--- config.mk ---
export PLATFORM = sky130hd
export DESIGN_NAME = monopulse_integrator
export DESIGN_NICKNAME = d
export VERILOG_FILES = /design/src/rtl/monopulse_integrator.sv
export SDC_FILE = /design/constraint.sdc
export NUM_CORES = 1
export LEC_CHECK = 0
export CORE_MARGIN = 2
export CORE_UTILIZATION = 43
export CTS_BUF_LIST = sky130_fd_sc_hd__clkbuf_16
export CTS_CLUSTER_DIAMETER = 50
export CTS_CLUSTER_SIZE = 25
export DETAILED_ROUTE_END_ITERATION = 12
export DONT_BUFFER_PORTS = 1
export GPL_TIMING_DRIVEN = 0
export PLACE_DENSITY = 0.59
export SLEW_MARGIN = 5
export SYNTH_ARGS = -nofsm -noshare
export SYNTH_HDL_FRONTEND = slang
export SYNTH_SLANG_ARGS = --single-unit
export TNS_END_PERCENT = 20
--- constraint.sdc ---
create_clock -name i_clock -period 6.7 [get_ports i_clock]
set_input_delay 1.34 -clock i_clock [delete_from_list [all_inputs] [get_ports i_clock]]
set_output_delay 1.34 -clock i_clock [all_outputs]
set_load 0.05 [all_outputs]
--- src/rtl/monopulse_integrator.sv ---
// Monopulse angle-error integrator: restores the error/reference sign that the ratio divider
// drops, saturates the quotient to a signed Q word and averages 2^LOG2_AVG results per window.
module monopulse_integrator #(
    parameter int unsigned DATA_SIZE  = 64,
    parameter int unsigned OUT_SIZE   = 32,
    parameter int unsigned FRAC_OUT   = 16,
    parameter int unsigned LOG2_AVG   = 2,
    parameter int unsigned SIGN_DEPTH = 32
) (
    input  logic                          i_clock,
    input  logic                          i_reset,
    input  logic                          i_start,
    input  logic [DATA_SIZE-1:0]          i_reference,
    input  logic [DATA_SIZE-1:0]          i_error,
    input  logic [2*DATA_SIZE-1:0]        i_result,
    input  logic                          i_valid,
    input  logic                          i_clear,
    output logic [OUT_SIZE-1:0]           o_angle,
    output logic                          o_valid,
    output logic                          o_error,
    output logic [$clog2(SIGN_DEPTH):0]   o_fill
);

    localparam int unsigned PTR_W    = $clog2(SIGN_DEPTH);
    localparam int unsigned INT_BITS = OUT_SIZE - FRAC_OUT - 1;
    localparam int unsigned MAG_W    = OUT_SIZE - 1;
    localparam int unsigned ACC_W    = OUT_SIZE + LOG2_AVG;
    localparam int unsigned CNT_W    = (LOG2_AVG > 0) ? LOG2_AVG : 1;

    localparam logic [CNT_W-1:0] CNT_LAST  = CNT_W'((1 << LOG2_AVG) - 1);
    localparam logic [PTR_W:0]   FILL_FULL = (PTR_W + 1)'(SIGN_DEPTH);

    typedef enum logic [0:0] {StFill, StEmit} state_t;

    // ------------------------------------------------------------------
    // Sign FIFO: one {neg, zero} entry per launched division
    // ------------------------------------------------------------------
    logic [1:0]       sign_mem [SIGN_DEPTH];
    logic [PTR_W-1:0] wr_ptr;
    logic [PTR_W-1:0] rd_ptr;
    logic [PTR_W:0]   fill;
    logic             launch_neg;
    logic             launch_zero;
    logic             fifo_full;
    logic             fifo_empty;
    logic             push_ok;
    logic             pop_ok;
    logic             fifo_fault;
    logic             head_neg;
    logic             head_zero;

    // Launch sign decode and FIFO handshake; a pop frees the slot a same-cycle push needs
    always_comb begin
        launch_zero = (i_reference == '0);
        launch_neg  = launch_zero ? i_error[DATA_SIZE-1]
                                  : (i_error[DATA_SIZE-1] ^ i_reference[DATA_SIZE-1]);
        fifo_full   = (fill == FILL_FULL);
        fifo_empty  = (fill == '0);
        pop_ok      = i_valid && !fifo_empty;
        push_ok     = i_start && (!fifo_full || pop_ok);
        fifo_fault  = (i_start && !push_ok) || (i_valid && fifo_empty);
        {head_neg, head_zero} = sign_mem[rd_ptr];
    end

    // Sign storage; contents are don't-care until written, so no reset
    always_ff @(posedge i_clock) begin
        if (push_ok) begin
            sign_mem[wr_ptr] <= {launch_neg, launch_zero};
        end
    end

    // FIFO pointers and occupancy
    always_ff @(posedge i_clock or negedge i_reset) begin
        if (!i_reset) begin
            wr_ptr <= '0;
            rd_ptr <= '0;
            fill   <= '0;
        end else begin
            if (push_ok) wr_ptr <= wr_ptr + PTR_W'(1);
            if (pop_ok)  rd_ptr <= rd_ptr + PTR_W'(1);
            case ({push_ok, pop_ok})
                2'b10:   fill <= fill + (PTR_W + 1)'(1);
                2'b01:   fill <= fill - (PTR_W + 1)'(1);
                default: fill <= fill;
            endcase
        end
    end

    assign o_fill = fill;

    // ------------------------------------------------------------------
    // Conversion of the unsigned quotient to a signed saturated word
    // ------------------------------------------------------------------
    logic [DATA_SIZE-1:0] quotient;
    logic [DATA_SIZE-1:0] fraction;
    logic                 q_over;
    logic [MAG_W-1:0]     mag;
    logic [OUT_SIZE-1:0]  mag_ext;
    logic [OUT_SIZE-1:0]  conv_value;
    logic                 unused_frac;

    // Truncate to Q(INT_BITS).FRAC_OUT, clamp to full scale, then apply the stored sign
    always_comb begin
        quotient    = i_result[2*DATA_SIZE-1:DATA_SIZE];
        fraction    = i_result[DATA_SIZE-1:0];
        q_over      = |quotient[DATA_SIZE-1:INT_BITS];
        mag         = (q_over || head_zero) ? '1
                    : {quotient[INT_BITS-1:0], fraction[DATA_SIZE-1 -: FRAC_OUT]};
        mag_ext     = {1'b0, mag};
        // Symmetric range: negating a positive magnitude never yields the most negative code
        conv_value  = head_neg ? (~mag_ext + OUT_SIZE'(1)) : mag_ext;
        unused_frac = ^fraction[DATA_SIZE-FRAC_OUT-1:0];
    end

    // ------------------------------------------------------------------
    // Stage S1 and sticky fault flag
    // ------------------------------------------------------------------
    logic                       s1_valid;
    logic signed [OUT_SIZE-1:0] s1_value;

    // Register converted samples; underflowed returns never reach S1
    always_ff @(posedge i_clock or negedge i_reset) begin
        if (!i_reset) begin
            s1_valid <= 1'b0;
            s1_value <= '0;
            o_error  <= 1'b0;
        end else begin
            s1_valid <= pop_ok && !i_clear;
            if (pop_ok) s1_value <= $signed(conv_value);
            if (i_clear)         o_error <= 1'b0;
            else if (fifo_fault) o_error <= 1'b1;
        end
    end

    // ------------------------------------------------------------------
    // Window accumulator and output FSM
    // ------------------------------------------------------------------
    state_t                  state;
    logic signed [ACC_W-1:0] acc;
    logic signed [ACC_W-1:0] s1_ext;
    logic signed [ACC_W-1:0] sum;
    logic [CNT_W-1:0]        cnt;
    logic                    win_done;

    // Running sum including the sample currently in S1
    always_comb begin
        s1_ext   = ACC_W'(s1_value);
        sum      = acc + s1_ext;
        win_done = s1_valid && (cnt == CNT_LAST);
    end

    // Accumulate samples; emit floor(sum / 2^LOG2_AVG) and restart on the last one
    always_ff @(posedge i_clock or negedge i_reset) begin
        if (!i_reset) begin
            state   <= StFill;
            acc     <= '0;
            cnt     <= '0;
            o_angle <= '0;
            o_valid <= 1'b0;
        end else if (i_clear) begin
            state   <= StFill;
            acc     <= '0;
            cnt     <= '0;
            o_valid <= 1'b0;
        end else begin
            o_valid <= 1'b0;
            if (state == StEmit) state <= StFill;
            // A sample arriving during StEmit opens the new window (acc/cnt already zero).
            // Only a one-sample window can complete there, which re-enters StEmit.
            if (win_done) begin
                // Upper slice of the sum is the arithmetic right shift (floor)
                o_angle <= sum[ACC_W-1:LOG2_AVG];
                o_valid <= 1'b1;
                acc     <= '0;
                cnt     <= '0;
                state   <= StEmit;
            end else if (s1_valid) begin
                acc <= sum;
                cnt <= cnt + CNT_W'(1);
            end
        end
    end

endmodule

# [Word-level counts from Yosys, hierarchy flattened]
# Memory sizes are Yosys's and may differ from the RTL's.
# Index checks and enable logic that the tools add are counted.
[word_totals] ram_bits=64 n_memories=1 word_cells=61 output_inout_bits=40 reg_bits=119 inputBits=261 latch_bits=0 romBits=0
[memory_table] name="sign_mem" depth=32 width=2 read_ports=1 rd_clocked_by_memory_dff=0 wr=1 line="38" text="logic [1:0] sign_mem [SIGN_DEPTH];"
[op_classes] bitwise_logic=3 n_addsub=7 n_div=0 n_eq_ne=4 shifts=0 order_cmp=0 multipliers=0 n_reduce_logical=20 muxes=16
[op_table] op="$mux 34" n=3
[op_table] op="$logic_not 64->1" n=1
[op_table] op="$reduce_or 49->1" n=1
[op_table] op="$add 34x32->34" n=1
[op_table] op="$add 32x1->32 const B" n=1
[op_table] op="$mux 32" n=1
[op_table] op="$not 31->32" n=1
[op_table] op="$mux 31" n=1
[op_table] op="$pmux 6 s2" n=1
[op_table] op="$add 5x1->5 const B" n=2
[op_table] op="$mux 1" n=7
[op_table] op="$add 6x1->6 const B" n=1
[op_table] op="$eq 6x6->1 const B" n=1
[op_table] op="$logic_and 1x1->1" n=6
[op_table] op="$logic_not 6->1" n=1
[op_table] op="$mux 2" n=3
[op_table] op="$sub 6x1->6 const B" n=1
[op_table] op="$eq 2x2->1 const B" n=2
[op_table] op="$logic_not 1->1" n=4
[op_table] op="$reduce_bool 2->1" n=2
[op_table] op="$logic_or 1x1->1" n=3
[op_table] op="$reduce_bool 3->1" n=1
[op_table] op="$add 2x1->2 const B" n=1
[op_table] op="$eq 2x1->1 const B" n=1
[op_table] op="other kinds (3)" n=3

# [Logic depth before layout (Yosys ltp)]
# Gate-level depths: netlist (run 1).
[logic_depth] word_depth=10 mapped_depth=19 ltp_nobuf=16

# [Worst setup path after synthesis (run 1)]
# Ideal clock, no wire load.
[synth_path] path_kind="input to register" start="input port i_result[94]" end="register s1_value[26]" arrival_ns=5.857 cell_stages=17 required_ns=6.623 setup_slack_ns=0.766 path_cell_list="or4_1 nor4_1 o311ai_0 a221o_1 clkbuf_1 clkbuf_1 nor2_1 ha_1 or3b_1 or4_4 or4_4 or3_4 or3_4 or3_1 a21oi_1 o22ai_1 o21ai_1"
[synth_via] elab_chain_cells=6
[synth_rtl] item="from (decl)" line="15" text="input logic [2*DATA_SIZE-1:0] i_result,"
[synth_rtl] item="$reduce_or 49->1 *" line="106" text="q_over = |quotient[DATA_SIZE-1:INT_BITS];"
[synth_rtl] item="$logic_or 1x1->1 *" line="107" text="mag = (q_over || head_zero) ? '1"
[synth_rtl] item="$mux 31 *" line="107"
[synth_rtl] item="$not 31->32" line="111" text="conv_value = head_neg ? (~mag_ext + OUT_SIZE'(1)) : mag_ext;"
[synth_rtl] item="$add 32x1->32" line="111"
[synth_rtl] item="$mux 32 *" line="111"
[synth_rtl] item="to (signal assigned)" line="129" text="if (pop_ok) s1_value <= $signed(conv_value);"
[synth_rtl] item="to (decl)" line="119" text="logic signed [OUT_SIZE-1:0] s1_value;"
# Every way passes the cells marked *; elsewhere a longest branch is shown, timed or not.
# A chain may end at the register's enable or synchronous reset.

# [Final worst setup path (run 1)]
[layout_path] start="input port i_result[86]" end="register s1_value[28]"
# Same word-level chain as after synthesis.

==> summary.md, run 1 <==
| Metric | Value |
|---|---|
| Min Tclk post-route | `6330 ps` |
| Share of cells above drive strength 1 | `0.0792` |
| Core area | `22800 µm²` |
| Post-synth EDFFs | `64` |
| WS Path Type | `primary input to register` |
| Worst-path clk slew | `60 ps` |
| CTS Buf Count | `17` |
| GRT overflow | `0` |
| Cell Rows | `55` |
| Drt wl/cell | `19.6 µm` |
| Initial antenna violation count | `2` |
| Max VDD drop | `0.197 mV` |
| DRC | `0` |
| Syn Std Cell Area | `10000 µm²` |
| Die X-Extent | `157 µm` |
| Multi-input gate area in the final layout | `4880 µm²` |
| Final RePlAce weighted congestion | `0.869` |
| Slew headroom | `0.136` |
| Unique masters post-synth | `60` |
| Critical path capture point type | `register` |
| Status | `finished, final reports clean` |
| Worst hold path type | `register to register` |
| Fin Clk Skew | `16.0 ps` |
| Largest net degree at the start of global routing | `120` |
| WL final | `26500 µm` |
| Yosys warns | `0` |
| Initial DRC count | `433` |
| Insertion delay of the later-clocked pin in the worst-skew pair | `440 ps` |
| Cells after synthesis | `1001` |
| Final hold violation count | `0` |
| I/O Buffers | `0` |
| Post-route setup TNS | `0 ps` |
| Worst Tran Pin Value | `1290 ps` |
| TritonCTS clock tree | `done` |
| Avg Inst Size Synth | `10.0 µm²` |
| Endpoints failing setup | `0` |
| Number of synthesized register bits | `183` |
| Hold_ws | `497 ps` |
| Antenna Nets Post-Route | `0` |
| Max clock buf depth | `2` |
| Clk sinks | `183` |
| Tcrit/Tclk final | `0.945` |
| First-pass GRT wire length | `41800 µm` |
| Design Area, Final | `11100 µm²` |
| Placed cells | `1317` |
| Root buffer cell | `clkbuf_16` |
| Maximum fanout along the worst path | `10` |
| Boundary Pins | `301` |
| Reg-to-reg setup timing slack | `430 ps` |
| Crit path to | `s1_value[28]` |
| DR pass1 iterations | `4` |
| LEAKAGE | `4.52 nW` |
| Post-CTS setup-driven buffer insertion count | `0` |
| Final HPWL DP | `20000 µm` |
| GRT Util Overall | `0.223` |
| Via count of the routed design | `7695` |
| Worst Setup SP | `i_result[86]` |
| Sequential fraction of the synthesis area | `0.489` |
| Placed cell area | `10500 µm²` |
| Nets | `1331` |
| Layout area overhead | `10.4%` |
| Asr flop ratio synth | `0.650` |
| Vias in the first global route | `7732` |
| Max-slew violations | `0` |
| Chip height | `157 µm` |
| CP max stage delay | `550 ps` |
| PD cells | `409 nW/µm²` |
| Worst setup SP type | `primary input` |
| Starting Density | `0.440` |
| Worst-path cell chain | `nor4_1 -> nand4_1 -> nor4_2 -> o311ai_0 -> a221o_1 -> clkbuf_1 -> clkbuf_1 -> nor2_1 -> ha_1 -> or3b_1 -> or4_4 -> or4_4 -> or3_4 -> or3_4 -> nor2_1 -> a31oi_1 -> o22ai_1 -> o21ai_0` |
| Reg2Reg Depth | `19` |
| Main flop type after synthesis | `dfrtp_1` |
| Fin cells | `1350` |
| RSZ-0062 raised after global routing | `no` |
| R2r startpoint | `rd_ptr[0]` |
| Fill count | `2120` |
| Full die area | `24600 µm²` |
| CP required | `6980 ps` |
| R2r endpoint | `s1_value[28]` |
| Seq. cell area | `4900 µm²` |
| Critical Path AT | `6620 ps` |
| Syn_nets | `1309` |
| MaxCap Viol Count | `0` |
| Final core occ | `0.486` |
| F_max | `158 MHz` |
| Cell at the slowest stage of the critical path | `or4_4` |
| Via/cell ratio | `5.70` |
| H-Tree Depth | `4` |
==> cells by family (layout without fill, tap and decap cells) <==
logic type | Yosys count | count (layout) | synth area share
multiplexers | 30 | 30 | 0.0531
AO/OA/AOI/OAI | 264 | 264 | 0.165
adder cells (fa/ha/maj) | 47 | 47 | 0.0601
buffers and inverters | 70 | 105 | 0.0266
AND/OR/NAND/NOR | 366 | 366 | 0.171
flip-flops | 183 | 183 | 0.489
XOR/XNOR | 41 | 41 | 0.0358
other | 0 | 1 | 0
==> report_power, final <==
part           internal (mW)  switching [mW]  total, mW
Combinational          0.735            1.09       1.83
Sequential              1.39           0.289       1.68
Clock                  0.538           0.489       1.03
Total                   2.66            1.87       4.53
==> synth_stat cells (all sizes together) (4+ instances only) <==
cell,count,area share
a21o,24,0.018
a21oi,67,0.033
a22o,23,0.020
a31oi,9,0.0056
buf,5,0.0022
clkbuf,40,0.015
dfrtp,119,0.30
edfxtp,64,0.19
ha,45,0.056
inv,24,0.0090
mux2,6,0.0067
mux2i,6,0.0060
mux4,18,0.040
nand2,134,0.050
nand2b,4,0.0025
nand3,12,0.0060
nand3b,4,0.0030
nand4,14,0.0087
nor2,101,0.038
nor2b,6,0.0037
nor3,14,0.0070
nor4,34,0.021
o211ai,5,0.0037
o21a,9,0.0067
o21ai,67,0.033
o21bai,6,0.0045
o22ai,27,0.017
o31ai,9,0.0067
or2,7,0.0044
or3,19,0.013
or3b,4,0.0035
or4,5,0.0049
xnor2,30,0.026
xor2,11,0.0096
==> state kept, by name, summed over array words and instances, names as in the netlist <==
| register | flops |
|---|---|
| o_angle | 32 |
| o_error | 1 |
| o_valid | 1 |
| s1_valid | 1 |
| cnt | 2 |
| acc | 34 |
| sign_mem | 64 |
| o_fill | 6 |
| rd_ptr | 5 |
| s1_value | 32 |
| wr_ptr | 5 |
==> layer usage <==
layer | global-route usage | vias to the layer above | wire length [µm]
met1 | 0.293 | 3674 | 11500
met4 | 0.0756 | 0 | 641
met2 | 0.366 | 240 | 12700
met3 | 0.0512 | 32 | 1530
met5 | 0 | - | 0
li1 | - | 3749 | -
==> cell type report <==
cell class	count	area share
Inverter	25	0.00847
Clock buffer	17	0.0384
Timing Repair Buffer	3	0.00271
Multi-Input combinational cell	748	0.441
Antenna cell	1	0.000226
Buffer	45	0.0158
Sequential cell	183	0.442
Clock inverter	15	0.0155
Tap cell	313	0.0354
==> through the flow <==
step           power, mW  setup slack (ps)
4_1_cts             4.56              40.3
6_report            4.53               365
2_1_floorplan       3.05               766
3_5_place_dp        3.52              -219
3_3_place_gp        3.51              -246
5_1_grt             4.85              29.4
==> cell usage in the layout (no fill, tap or decap), types with 8 or more instances in the layout <==
cell,synthesis,routed
a31oi_1,9,9
xor2_1,11,10
inv_8,0,8
a21o_1,24,24
o21a_1,9,9
a21oi_1,67,67
xnor2_1,30,30
nor4_1,34,32
o31ai_1,9,9
mux4_2,18,18
or3_1,17,17
nand3_1,12,12
inv_1,24,24
nand2_1,134,134
dfrtp_1,119,119
ha_1,45,45
nand4_1,14,14
edfxtp_1,64,64
clkbuf_1,40,38
o22ai_1,27,27
a22o_1,23,23
nor3_1,14,14
clkbuf_16,0,17
o21ai_0,64,64
nor2_1,101,101
==> critical path: cells and delay by family <==
family          cells  cell delay (ps)
buf+inv             2              490
simple gates       10             3700
compound gates      5              890
fa+ha+maj           1              190
==> repair_timing <==
item                                   4_1_cts  5_1_grt
setup endpoints to repair                    0        6
gates resized for setup                      0        6
endpoints found under the hold margin        0        0
hold buffers                                 0        0
==> worst min-delay path by stage <==
stage	from	to	slack (ps)	depth (start not counted)
2_1_floorplan	acc[25]	acc[25]	450	2
3_3_place_gp	acc[27]	acc[27]	480	2
3_5_place_dp	acc[31]	acc[31]	480	2
4_1_cts	acc[31]	acc[31]	500	2
5_1_grt	s1_value[21]	s1_value[21]	520	2
6_report	s1_value[21]	s1_value[21]	500	2
Power figures use the tool's default switching activity.
==> run 2, diff against run 1 <==
Settings changed: RECOVER_POWER set to 50.
==> summary.md, run 2 (synthesized netlist as in run 1, its figures left out) <==
| Metric | Value |
|---|---|
| Gate power share | `0.403` |
| Max VDD drop | `0.196 mV` |
| Final worst slack | `378 ps` |
| Status | `finished, final reports clean` |
| CTS Buf Count | `17` |
| Largest net degree at the start of global routing | `120` |
| Boundary Pins | `301` |
| Share of cells above drive strength 1 | `0.0772` |
| I/O Buffers | `0` |
| LEAKAGE | `4.51 nW` |
| Critical path capture point type | `register` |
| Endpoints failing setup | `0` |
| Fin cells | `1350` |
| Clk sinks | `183` |
| Post-route setup TNS | `0 ps` |
| Largest regs | `sign_mem x64, acc x34` |
| PD cells | `410 nW/µm²` |
| H-Tree Depth | `4` |
| Max clock buf depth | `2` |
| CP max stage delay | `550 ps` |
| RSZ-0062 raised after global routing | `no` |
| Placed cells | `1317` |
| GRT overflow | `0` |
| Net Sw Frac | `0.412` |
| MaxCap Viol Count | `0` |
| Slew headroom | `0.137` |
| Critical Path AT | `6610 ps` |
| Starting Density | `0.440` |
| Commonest cells after routing, fill and taps aside | `134 x nand2_1, 119 x dfrtp_1, 101 x nor2_1` |
| Die X-Extent | `157 µm` |
| First-pass GRT wire length | `41800 µm` |
| Insertion delay of the later-clocked pin in the worst-skew pair | `440 ps` |
| Via/cell ratio | `5.69` |
| Worst Tran Pin Value | `1290 ps` |
| Initial antenna violation count | `2` |
| Fill count | `2124` |
| Cell at the slowest stage of the critical path | `or4_4` |
| WL final | `26500 µm` |
| Fin Clk Skew | `15.8 ps` |
| Final hold violation count | `0` |
| TritonCTS clock tree | `done` |
| Max-slew violations | `0` |
| Sequential power share | `0.371` |
| Layout area overhead | `10.2%` |
| Pwr Total | `4.53 mW` |
| Antenna Nets Post-Route | `0` |
| Worst hold path type | `register to register` |
| Max reg flops | `64` |
| CP required | `6980 ps` |
| Chip height | `157 µm` |
| Core area | `22800 µm²` |
| Min Tclk post-route | `6320 ps` |
| Biggest register | `sign_mem` |
| WS Path Type | `primary input to register` |
| Reg-to-reg setup timing slack | `430 ps` |
| Place WS | `-219 ps` |
| Final RePlAce weighted congestion | `0.869` |
| Via count of the routed design | `7681` |
| Post-CTS setup-driven buffer insertion count | `0` |
| Tcrit/Tclk final | `0.944` |
| Hold buffers post-CTS | `0` |
| Worst-path clk slew | `70 ps` |
| Nets | `1331` |
| Maximum fanout along the worst path | `10` |
| Cell Rows | `55` |
| Final core occ | `0.485` |
| Most common cell after layout, fill and taps aside | `nand2_1` |
| Final HPWL DP | `20000 µm` |
| Full die area | `24600 µm²` |
| Post-cts resize count | `0` |
| DR pass1 iterations | `4` |
| Worst setup SP type | `primary input` |
| Worst-path cell chain | `nor4_1 -> nand4_1 -> nor4_2 -> o311ai_0 -> a221o_1 -> clkbuf_1 -> clkbuf_1 -> nor2_1 -> ha_1 -> or3b_1 -> or4_4 -> or4_4 -> or3_4 -> or3_4 -> nor2_1 -> a31oi_1 -> o22ai_1 -> o21ai_0` |
| Internal power | `2.66 mW` |
| DRC | `0` |
| GRT Util Overall | `0.223` |
| Family with the most delay on the worst path | `simple AND/OR/NAND/NOR gates` |
| Vias in the first global route | `7732` |
| Root buffer cell | `clkbuf_16` |
| Drt wl/cell | `19.6 µm` |
| F_max | `158 MHz` |
| Clock power frac | `0.227` |
| Initial DRC count | `418` |
| Worst Path Buf+Inv | `2` |
| Sw power | `1.87 mW` |
run 2: cell count changes in the layout (fill, tap and decap cells not counted):
cell | previous run | this run
and2_0 | 0 | 1
and2_1 | 3 | 2
buf_8 | 1 | 0
clkbuf_1 | 38 | 39
o21ai_0 | 64 | 65
o21ai_1 | 3 | 2
xor2_1 | 10 | 11
xor2_2 | 1 | 0
run 2: worst paths after layout:
check | to | startpoint | depth (start not counted)
worst min register to register | s1_value[3] | s1_value[3] | 2
worst max register to register | s1_value[28] | rd_ptr[0] | 19
worst min-delay path | s1_value[3] | s1_value[3] | 2
min in group asynchronous | o_angle[3] | i_reset | 0
worst max-delay path | s1_value[28] | i_result[86] | 18
max in group asynchronous | rd_ptr[2] | i_reset | 0
run 2: stage by stage:
stage          instance area (µm²)  hold WS (ps)
6_report                     11100           497
5_1_grt                      11100           520
4_1_cts                      11100           499
3_5_place_dp                 10500           481
3_3_place_gp                 10400           475
2_1_floorplan                10000           453
run 2: area by class of cell:
cell class	instances	area [µm²]	share of cell area
Sequential cell	183	4900	0.443
Multi-Input combinational cell	748	4880	0.441
Clock inverter	15	171	0.0155
Tap cell	313	392	0.0354
Buffer	45	175	0.0158
Inverter	25	93.8	0.00849
Clock buffer	17	425	0.0385
Antenna cell	1	2.50	0.000226
Timing Repair Buffer	3	18.8	0.00170
run 2: power by group through the flow:
stage | sequential (mW) | clock (mW) | combinational [mW]
after CTS | 1.68 | 1.05 | 1.83
after detailed placement | 1.70 | 0 | 1.82
after floorplan | 1.64 | 0 | 1.41
after global placement | 1.70 | 0 | 1.80
final | 1.68 | 1.03 | 1.83
after global routing | 1.71 | 1.10 | 2.03
run 2: tightest hold or removal path, stage by stage (launching register included):
cell and delay, ps:
dfrtp_1 360, nand2_1 50, o21ai_0 60
run 2: layer usage:
layer / track usage / vias up / wire, µm
met5: 0 / - / 0
met4: 0.0756 / 0 / 623
met3: 0.0512 / 31 / 1490
met2: 0.366 / 235 / 12800
met1: 0.293 / 3664 / 11600
li1: - / 3751 / -
